===== config.mk =====
export PLATFORM = sky130hd
export DESIGN_NAME = cmos_dvp_tx
export DESIGN_NICKNAME = d
export VERILOG_FILES = /design/src/rtl/cmos_dvp_tx.sv
export SDC_FILE = /design/constraint.sdc
export NUM_CORES = 1
export LEC_CHECK = 0
export ABC_AREA = 1
export ABC_CLOCK_PERIOD_IN_PS = 3400
export CORE_MARGIN = 2
export CORE_UTILIZATION = 55
export DETAILED_ROUTE_END_ITERATION = 10
export PLACE_DENSITY = 0.8
export SETUP_SLACK_MARGIN = 0.5
export SLEW_MARGIN = 20
export SYNTH_ARGS = -nofsm -noshare
export SYNTH_HDL_FRONTEND = slang
export SYNTH_SLANG_ARGS = --single-unit

===== constraint.sdc =====
create_clock -name cam_pclk -period 3.4 [get_ports cam_pclk]
set_input_delay 0.34 -clock cam_pclk [delete_from_list [all_inputs] [get_ports cam_pclk]]
set_output_delay 0.34 -clock cam_pclk [all_outputs]
set_load 0.05 [all_outputs]

===== src/rtl/cmos_dvp_tx.sv =====
// cmos_dvp_tx: DVP camera-bus source emitting vsync/href and byte-serial RGB565 from an upstream pixel source or internal colour bars
module cmos_dvp_tx #(
    parameter int H_ACT   = 640,
    parameter int H_BLANK = 144,
    parameter int V_SYNC  = 4,
    parameter int V_BP    = 18,
    parameter int V_ACT   = 480,
    parameter int V_FP    = 8
) (
    input  logic        cam_pclk,
    input  logic        rst_n,
    input  logic        tx_en,
    input  logic        pattern_sel,
    input  logic [15:0] pixel_data,
    output logic        pix_req,
    output logic        cam_vsync,
    output logic        cam_href,
    output logic [7:0]  cam_data,
    output logic        frame_done
);
    localparam int H_TOTAL = 2 * H_ACT + H_BLANK;
    localparam int HW = $clog2(H_TOTAL);
    localparam int V_M1 = V_SYNC > V_BP ? V_SYNC : V_BP;
    localparam int V_M2 = V_ACT > V_FP ? V_ACT : V_FP;
    localparam int LW = $clog2((V_M1 > V_M2 ? V_M1 : V_M2) + 1);
    localparam logic [HW-1:0] H_LAST     = HW'(H_TOTAL - 1);
    localparam logic [HW-1:0] H_ACT2     = HW'(2 * H_ACT);
    localparam logic [HW-1:0] H_REQ_LAST = HW'(2 * H_ACT - 3);
    localparam logic [HW-1:0] BAR_W      = HW'(H_ACT / 4);
    localparam logic [LW-1:0] VS_LAST  = LW'(V_SYNC - 1);
    localparam logic [LW-1:0] VBP_LAST = LW'(V_BP - 1);
    localparam logic [LW-1:0] VA_LAST  = LW'(V_ACT - 1);
    localparam logic [LW-1:0] VFP_LAST = LW'(V_FP - 1);
    localparam logic [2:0] IDLE = 3'd0, VSYNC = 3'd1, VBP = 3'd2, ACTIVE = 3'd3, VFP = 3'd4;
    localparam logic [7:0][15:0] BARS = {16'h0000, 16'h001F, 16'hF800, 16'hF81F,
                                         16'h07E0, 16'h07FF, 16'hFFE0, 16'hFFFF};

    logic [2:0]    state;
    logic [HW-1:0] h_cnt;
    logic [LW-1:0] line_cnt;
    logic          mode;
    logic [15:0]   pix_word;

    // The counters run one cycle ahead of the registered outputs, so every
    // output is a pure function of the current position in the frame.
    logic          h_end, line_last, frame_end, start, act_byte, next_line_act, req_n;
    logic [2:0]    state_adv, bar;
    logic [15:0]   bar_rgb;
    logic [7:0]    data_n;

    assign h_end = h_cnt == H_LAST;
    assign line_last = line_cnt == (state == VSYNC ? VS_LAST : state == VBP ? VBP_LAST :
                                    state == ACTIVE ? VA_LAST : VFP_LAST);
    assign frame_end = state == VFP && line_last && h_end;
    assign start = tx_en && (state == IDLE || frame_end);
    assign state_adv = state == VSYNC ? VBP : state == VBP ? ACTIVE :
                       state == ACTIVE ? VFP : tx_en ? VSYNC : IDLE;
    assign act_byte = state == ACTIVE && h_cnt < H_ACT2;
    assign next_line_act = (state == VBP && line_last) || (state == ACTIVE && !line_last);
    // First fetch of a line sits on the last cycle of the previous line, the
    // rest on the low-byte cycles of the preceding pixel.
    assign req_n = !mode && ((act_byte && h_cnt[0] && h_cnt <= H_REQ_LAST) ||
                             (h_end && next_line_act));
    assign bar = 3'(h_cnt / BAR_W);
    assign bar_rgb = BARS[bar];
    // High byte comes straight from the source on the cycle after the fetch;
    // the low byte comes from the held word.
    assign data_n = !act_byte ? 8'h00 :
                    h_cnt[0] ? (mode ? bar_rgb[7:0] : pix_word[7:0]) :
                               (mode ? bar_rgb[15:8] : pixel_data[15:8]);

    // Frame sequencer: horizontal position, line within state, and state.
    always_ff @(posedge cam_pclk or negedge rst_n) begin
        if (!rst_n) begin
            state    <= IDLE;
            h_cnt    <= '0;
            line_cnt <= '0;
        end else if (state == IDLE) begin
            state <= tx_en ? VSYNC : IDLE;
        end else begin
            h_cnt <= h_end ? '0 : h_cnt + 1'b1;
            if (h_end) begin
                line_cnt <= line_last ? '0 : line_cnt + 1'b1;
                if (line_last)
                    state <= state_adv;
            end
        end
    end

    // Source mode is sampled only when a frame begins and held for its duration.
    always_ff @(posedge cam_pclk or negedge rst_n) begin
        if (!rst_n)
            mode <= 1'b0;
        else if (start)
            mode <= pattern_sel;
    end

    // Registered bus outputs and the held pixel word.
    always_ff @(posedge cam_pclk or negedge rst_n) begin
        if (!rst_n) begin
            cam_vsync  <= 1'b0;
            cam_href   <= 1'b0;
            cam_data   <= 8'h00;
            pix_req    <= 1'b0;
            frame_done <= 1'b0;
            pix_word   <= 16'h0000;
        end else begin
            cam_vsync  <= state == VSYNC;
            cam_href   <= act_byte;
            cam_data   <= data_n;
            pix_req    <= req_n;
            frame_done <= frame_end;
            if (pix_req)
                pix_word <= pixel_data;
        end
    end
endmodule


==> reports/metrics.yaml, run 1 <==
setup_path:
  start_kind: "flop"
  required_ns: 3.58
  path_class: "reg -> reg"
  critPathMaxFanout: 13
  endpoint_kind: "flop"
  critPathArrivalTime_ns: 2.34
  regToRegStartpoint: "h_cnt[0]"
  worstRegToRegCells: 9
  timing.rr.end: "line_cnt[8]"
  rrSetupSlack_ns: 1.23
routing:
  via_count: 2085
  post-route-drc-count: 0
  drt-initial-drc-count: 113
  vias_per_cell: 5.44
  drt_first_pass_iters: 4
  ant_nets: 0
  drt_wl_total_um: 5110
  wl_per_cell_um: 13.3
place:
  dp.cells: 375
  io_buffers: 31
  dpl.hpwl_um: 3920
  gp_congestion: 0.881
power_and_ir_drop:
  p_sw_frac: 0.206
  p_comb_frac: 0.037
  p_sw_uw: 183
  powerDensity_nw_per_um2: 310
  p_clk_frac: 0.376
  leakagePower_uw: 0.00137
  peakVddDrop_v: 0.000223
  p_int_uw: 707
  power_uw: 891
  seq_power_share: 0.587
yosys:
  synth_ff_type: "dfrtp_1"
  synth_area_um2: 2430
  synth.distinct_cells: 39
  yosys_warnings: 0
  syn_inst: 296
  ys_seq_elements: 44
  postSynth.asyncResetShare: 1.00
  synth_fp_nets: 320
  ys_seq_area_frac: 0.453
  synth_edf_count: 0
  synth.avg_cell_area_um2: 8.22
cts:
  cts.sinks: 44
  root_buffer: "clkbuf_8"
  cts_hold_buf: 0
  cts_max_path_buffers: 2
  tritoncts: "done"
  cts_made_buffers: 5
  post-cts-setup-buffers: 0
  htree_levels: 2
  clock_latency_ns: 0.29
  clk_pin_slew_worst_paths_ns: 0.08
  ctsResizeCount: 0
global_route:
  grt_pass1_vias: 1981
  grtUsageTotal: 0.220
  antenna_found_initial: 0
  grt_overflow: 0
  grt_max_degree: 45
  grt_pass1_wl_um: 8830
sta:
  drv_slew: 0
  slew_headroom: 0.364
  fmax_ghz: 0.462
  worst_clock_skew_ns: 0.00480
  rsz0062_at_grt: "false"
  hold_ws_ns: 0.193
  hold_violations: 0
  finalSetupViolCount: 0
  setup-tns-final_ns: 0
  period_minus_slack_ns: 2.17
  worst_pin_slew_ns: 0.954
  finalCritPeriodShare: 0.637
floorplan:
  chipHeight_um: 70.5
  dieArea_um2: 4970
  start_util: 0.566
  num_rows: 24
  die_x_um: 70.5
  design.core.area_um2: 4290
  io_pins: 32
final_layout:
  n_antenna_cell: 0
  syn2layout_area_growth_pct: 18.2
  drive_gt1_frac: 0.133
  fin_cells: 383
  final_cell_mix: "nand2_1, dfrtp_1, inv_1, clkdlybuf4s50_1, nor2_1"
  nNetsFinal: 354
  n_fill_cell: 372
  utilization: 0.669
  final_common_cell: "nand2_1"
status:
  outcome: "complete, no violations"
flow_run:
  max-cap-violations: 0
min_path:
  hold_path.class: "in -> async"
-- flip-flops by register name, indices dropped and copies added (netlist names) --
signal / cells
state: 3
pix_word: 8
cam_data: 8
mode: 1
frame_done: 1
pix_req: 1
cam_href: 1
h_cnt: 11
line_cnt: 9
cam_vsync: 1
-- per-stage QoR --
stage | worst slack (ns) | cell area, um2
2_1_floorplan | 1.70 | 2430
3_3_place_gp | 1.37 | 2780
3_5_place_dp | 1.26 | 2780
4_1_cts | 1.24 | 2870
5_1_grt | 1.08 | 2870
6_report | 1.23 | 2870
-- cell type report --
class                           count  area (um2)  area share
Multi-Input combinational cell    203        1140       0.397
Clock inverter                      1        7.51     0.00261
Sequential cell                    44        1100       0.383
Timing Repair Buffer               31         305       0.106
Clock buffer                        7        86.3      0.0300
Inverter                           45         169      0.0588
Tap cell                           52        65.1      0.0226
-- logic make-up (layout without fill, tap and decap cells) --
group           count (synthesis)  in the layout  share of synthesized area
buf+inv                        49             84                     0.0787
mux                             3              3                     0.0139
xor+xnor                        7              7                     0.0252
simple gates                  128            128                      0.264
compound gates                 61             61                      0.145
flops                          44             44                      0.453
fa+ha+maj                       4              4                     0.0206
-- worst max-delay path: stages, from the launching register on --
cell and delay (ns):
dfrtp_1 0.58, ha_1 0.27, nand3_1 0.13, nor3_4 0.32, nand2_4 0.14, inv_2 0.14, nand4_2 0.11, nor2_1 0.14
xor2_1 0.16, nor2_1 0.05
-- cells in the mapped netlist, types with 2 or more instances --
cell type / instances / area (um2)
nand2_1: 59 / 221
dfrtp_1: 44 / 1100
inv_1: 32 / 120
nor2_1: 23 / 86.3
o21ai_0: 21 / 105
a21oi_1: 18 / 90.1
nand3_1: 12 / 60.1
inv_2: 11 / 41.3
nand2_2: 8 / 50.1
nor3_1: 7 / 35.0
o21ai_1: 6 / 30.0
xor2_1: 6 / 52.6
ha_1: 4 / 50.1
o211ai_1: 4 / 30.0
clkbuf_1: 3 / 11.3
mux2_2: 3 / 33.8
nand2_4: 3 / 33.8
nand4_1: 3 / 18.8
nor3b_1: 3 / 22.5
o22ai_1: 3 / 18.8
a211oi_1: 2 / 15.0
clkinv_1: 2 / 7.51
nand3_2: 2 / 20.0
nor3_2: 2 / 20.0
-- how the worst max path moves through the flow --
stage	slack (ns)	cells after the start	end	startpoint
2_1_floorplan	1.70	9	line_cnt[8]	h_cnt[0]
3_3_place_gp	1.37	9	line_cnt[8]	h_cnt[0]
3_5_place_dp	1.26	9	line_cnt[8]	h_cnt[0]
4_1_cts	1.24	9	line_cnt[8]	h_cnt[0]
5_1_grt	1.08	9	line_cnt[8]	h_cnt[0]
6_report	1.23	9	line_cnt[8]	h_cnt[0]
-- per-layer routing --
layer  global-route usage  up-vias  routed length [um]  part of all wire
met5                    0        -                   0                 0
met1                0.307      995                2360              0.46
met4               0.0684        0                  57             0.011
met2                0.356       44                2550              0.50
met3               0.0346        6                 139             0.027
li1                     -     1040                   -                 -
-- power by group through the flow --
stage	Combinational (uW)	Clock, uW	Sequential (uW)
2_1_floorplan	2.05	0	533
3_3_place_gp	34.2	0	533
3_5_place_dp	34.0	0	533
4_1_cts	34.3	343	523
5_1_grt	37.4	359	523
6_report	33.3	334	523
Note: power is estimated with default switching activity, not from simulation.
==> run 2: changes to the inputs <==
--- a/config.mk
+++ b/config.mk
@@ -6,7 +6,7 @@
 export NUM_CORES = 1
 export LEC_CHECK = 0
 export ABC_AREA = 1
-export ABC_CLOCK_PERIOD_IN_PS = 3400
+export ABC_CLOCK_PERIOD_IN_PS = 2100
 export CORE_MARGIN = 2
 export CORE_UTILIZATION = 55
 export DETAILED_ROUTE_END_ITERATION = 10
==> constraint.sdc (replaced) <==
create_clock -name cam_pclk -period 2.1 [get_ports cam_pclk]
set_input_delay 0.21 -clock cam_pclk [delete_from_list [all_inputs] [get_ports cam_pclk]]
set_output_delay 0.21 -clock cam_pclk [all_outputs]
set_load 0.05 [all_outputs]
==> run 2 against run 1 <==
  * Hold slack gained 0.21 ns
  * Via count increased by 22%
  * Critical path type unchanged
  * Setup slack worse by 1.1 ns
  * Critical path depth fell by 1
  * Sequential power up 62%
  * Register-to-register slack lost 1.1 ns
  * Power rose by 67%
  * Fmax increased by 13%
  * Flip-flop and latch count unchanged
  * Critical endpoint is now line_cnt[7]
  * Cell count rose by 12%
==> reports/metrics.yaml, run 2 (synthesis results as in run 1) <==
final_layout:
  largest_register_ffs: 11  # unchanged
  n_antenna_cell: 0  # unchanged
  top_regs: "h_cnt x11, line_cnt x9"  # unchanged
  final_common_cell: "nand2_1"  # unchanged
  final_cell_mix: "nand2_1, dfrtp_1, buf_4, inv_1"  # was nand2_1, dfrtp_1, inv_1, clkdlybuf4s50_1, nor2_1
  top_register: "h_cnt"  # unchanged
  nNetsFinal: 402  # was 354
  utilization: 0.846  # was 0.669
  drive_gt1_frac: 0.421  # was 0.133
  syn2layout_area_growth_pct: 49.4  # was 18.2%
setup_path:
  timing.rr.end: "line_cnt[7]"  # was line_cnt[8]
  rrSetupSlack_ns: 0.18  # was 1.23 ns
  start_kind: "flop"  # unchanged
  regToRegStartpoint: "h_cnt[1]"  # was h_cnt[0]
  path_class: "reg -> reg"  # unchanged
  required_ns: 2.30  # was 3.58 ns
  cp_cell_sequence: "ha_2 > nand3_2 > nor3_4 > nand2_8 > nor4_4 > nand3_1 > xor2_1 > nor2_1"  # was ha_1 > nand3_1 > nor3_4 > nand2_4 > inv_2 > nand4_2 > nor2_1 > xor2_1 > nor2_1
  worstRegToRegCells: 8  # was 9
  critPathArrivalTime_ns: 2.11  # was 2.34 ns
  cpMaxStageDelayCell: "dfrtp_1"  # unchanged
  endpoint_kind: "flop"  # unchanged
  cpPeakStageDelay_ns: 0.39  # was 0.58 ns
  critPathMaxFanout: 6  # was 13
sta:
  worst_clock_skew_ns: 0.00963  # was 0.00480 ns
  drv_slew: 0  # unchanged
  hold_violations: 0  # unchanged
  period_minus_slack_ns: 1.92  # was 2.17 ns
  finalSetupViolCount: 0  # unchanged
  fmax_ghz: 0.521  # was 0.462 GHz
  finalCritPeriodShare: 0.913  # was 0.637
  slew_headroom: 0.654  # was 0.364
  setup-tns-final_ns: 0  # unchanged
  worst_pin_slew_ns: 0.521  # was 0.954 ns
  rsz0062_at_grt: "true"  # was false
power_and_ir_drop:
  seq_power_share: 0.570  # was 0.587
  p_sw_frac: 0.209  # was 0.206
  p_comb_frac: 0.042  # was 0.037
  p_clk_frac: 0.389  # was 0.376
  p_sw_uw: 310  # was 183 uW
  peakVddDrop_v: 0.000435  # was 0.000223 V
  powerDensity_nw_per_um2: 409  # was 310 nW/um2
  p_int_uw: 1180  # was 707 uW
  leakagePower_uw: 0.00177  # was 0.00137 uW
routing:
  wl_per_cell_um: 17.9  # was 13.3 um
  drt-initial-drc-count: 214  # was 113
  vias_per_cell: 5.93  # was 5.44
  ant_nets: 0  # unchanged
  drt_wl_total_um: 7710  # was 5110 um
  post-route-drc-count: 0  # unchanged
  via_count: 2549  # was 2085
  drt_first_pass_iters: 5  # was 4
global_route:
  grt_max_degree: 45  # unchanged
  grt_pass1_vias: 2374  # was 1981
  grt_overflow: 0  # unchanged
  grtUsageTotal: 0.276  # was 0.220
  grt_pass1_wl_um: 10700  # was 8830 um
  antenna_found_initial: 0  # unchanged
cts:
  cts.sinks: 44  # unchanged
  cts_made_buffers: 5  # unchanged
  clk_pin_slew_worst_paths_ns: 0.08  # about the same
  root_buffer: "clkbuf_8"  # unchanged
  clock_latency_ns: 0.31  # was 0.29 ns
  tritoncts: "done"  # unchanged
  cts_max_path_buffers: 2  # unchanged
  htree_levels: 2  # unchanged
place:
  dpl.hpwl_um: 4070  # was 3920 um
  gp_congestion: 0.980  # was 0.881
  io_buffers: 31  # unchanged
floorplan:
  io_pins: 32  # unchanged
  dieArea_um2: 4970  # unchanged
  chipHeight_um: 70.5  # unchanged
  design.core.area_um2: 4290  # unchanged
  start_util: 0.566  # unchanged
  die_x_um: 70.5  # unchanged
  num_rows: 24  # unchanged
status:
  outcome: "complete, no violations"  # unchanged
flow_run:
  max-cap-violations: 0  # unchanged
min_path:
  hold_path.class: "in -> async"  # unchanged
run 2: cell count changes in the layout (fill, tap and decap cells not counted), moves of 8 or more:
cell	previous run	this run
inv_1	32	24
nand2_4	3	11
nand2_2	8	18
clkdlybuf4s50_1	30	18
buf_6	0	8
nand2_1	59	39
dlygate4sd2_1	0	12
buf_4	0	37
run 2: per-stage QoR:
step | total power, uW | cells | hold slack [ns] | area, um2 | setup slack [ns]
3_5_place_dp | 924 | 380 | 0.204 | 2860 | 0.191
4_1_cts | 1480 | 419 | 0.433 | 3360 | 0.364
2_1_floorplan | 867 | 296 | -0.0856 | 2460 | 0.495
5_1_grt | 1540 | 430 | 0.438 | 3630 | 0.129
3_3_place_gp | 923 | 380 | 0.199 | 2860 | 0.293
6_report | 1490 | 430 | 0.401 | 3630 | 0.182
run 2: critical path, delay by kind of cell (launching register included):
| family | cells | cell delay (ns) |
|---|---|---|
| fa+ha+maj | 1 | 0.21 |
| flops | 1 | 0.39 |
| simple gates | 6 | 1.02 |
| xor+xnor | 1 | 0.18 |
run 2: power groups by stage:
stage / combinational, uW / clock, uW / sequential, uW
floorplan: 3.31 / 0 / 864
global placement: 59.5 / 0 / 863
detailed placement: 60.9 / 0 / 863
CTS: 62.9 / 574 / 846
global route: 68.1 / 625 / 846
finish: 62.1 / 577 / 846
run 2: how the worst max path moves through the flow:
| stage | start | endpoint | cells after the start |
|---|---|---|---|
| floorplan | h_cnt[5] | line_cnt[8] | 9 |
| global placement | state[2] | line_cnt[2] | 8 |
| detailed placement | state[2] | mode | 10 |
| CTS | h_cnt[10] | cam_data[4] | 16 |
| global route | h_cnt[1] | line_cnt[7] | 8 |
| finish | h_cnt[1] | line_cnt[7] | 8 |
run 2: repair_timing:
| item | in CTS | in global routing |
|---|---|---|
| setup buffers | 31 | 11 |
| endpoints found under the hold margin | 44 | 0 |
| resized for setup | 61 | 55 |
| gates cloned | 0 | 0 |
| setup endpoints to repair | 34 | 33 |
| pin swaps | 21 | 32 |
| hold buffers | 1 | 0 |
run 2: routing by layer:
layer	vias to the layer above	wire length, um	global-route usage
met3	31	445	0.0418
met2	119	3930	0.482
met1	1264	2980	0.342
met4	0	345	0.111
met5	-	0	0
li1	1135	-	-
run 2: cell type report:
type                    instances  area [um2]
multi-input cells             203        1460
flip-flops and latches         44        1110
repair buffers                 79         708
fillers                       201         661
inverters                      45         193
clock buffers                   7        96.3
well taps                      52        65.1
==> run 3: changes to the inputs <==
--- a/config.mk
+++ b/config.mk
@@ -9,6 +9,7 @@
 export ABC_CLOCK_PERIOD_IN_PS = 2100
 export CORE_MARGIN = 2
 export CORE_UTILIZATION = 55
+export CTS_CLUSTER_DIAMETER = 60
 export DETAILED_ROUTE_END_ITERATION = 10
 export PLACE_DENSITY = 0.8
 export SETUP_SLACK_MARGIN = 0.5
==> results of run 3 <==
No change in the layout: final DEF, timing and power equal those of run 2.
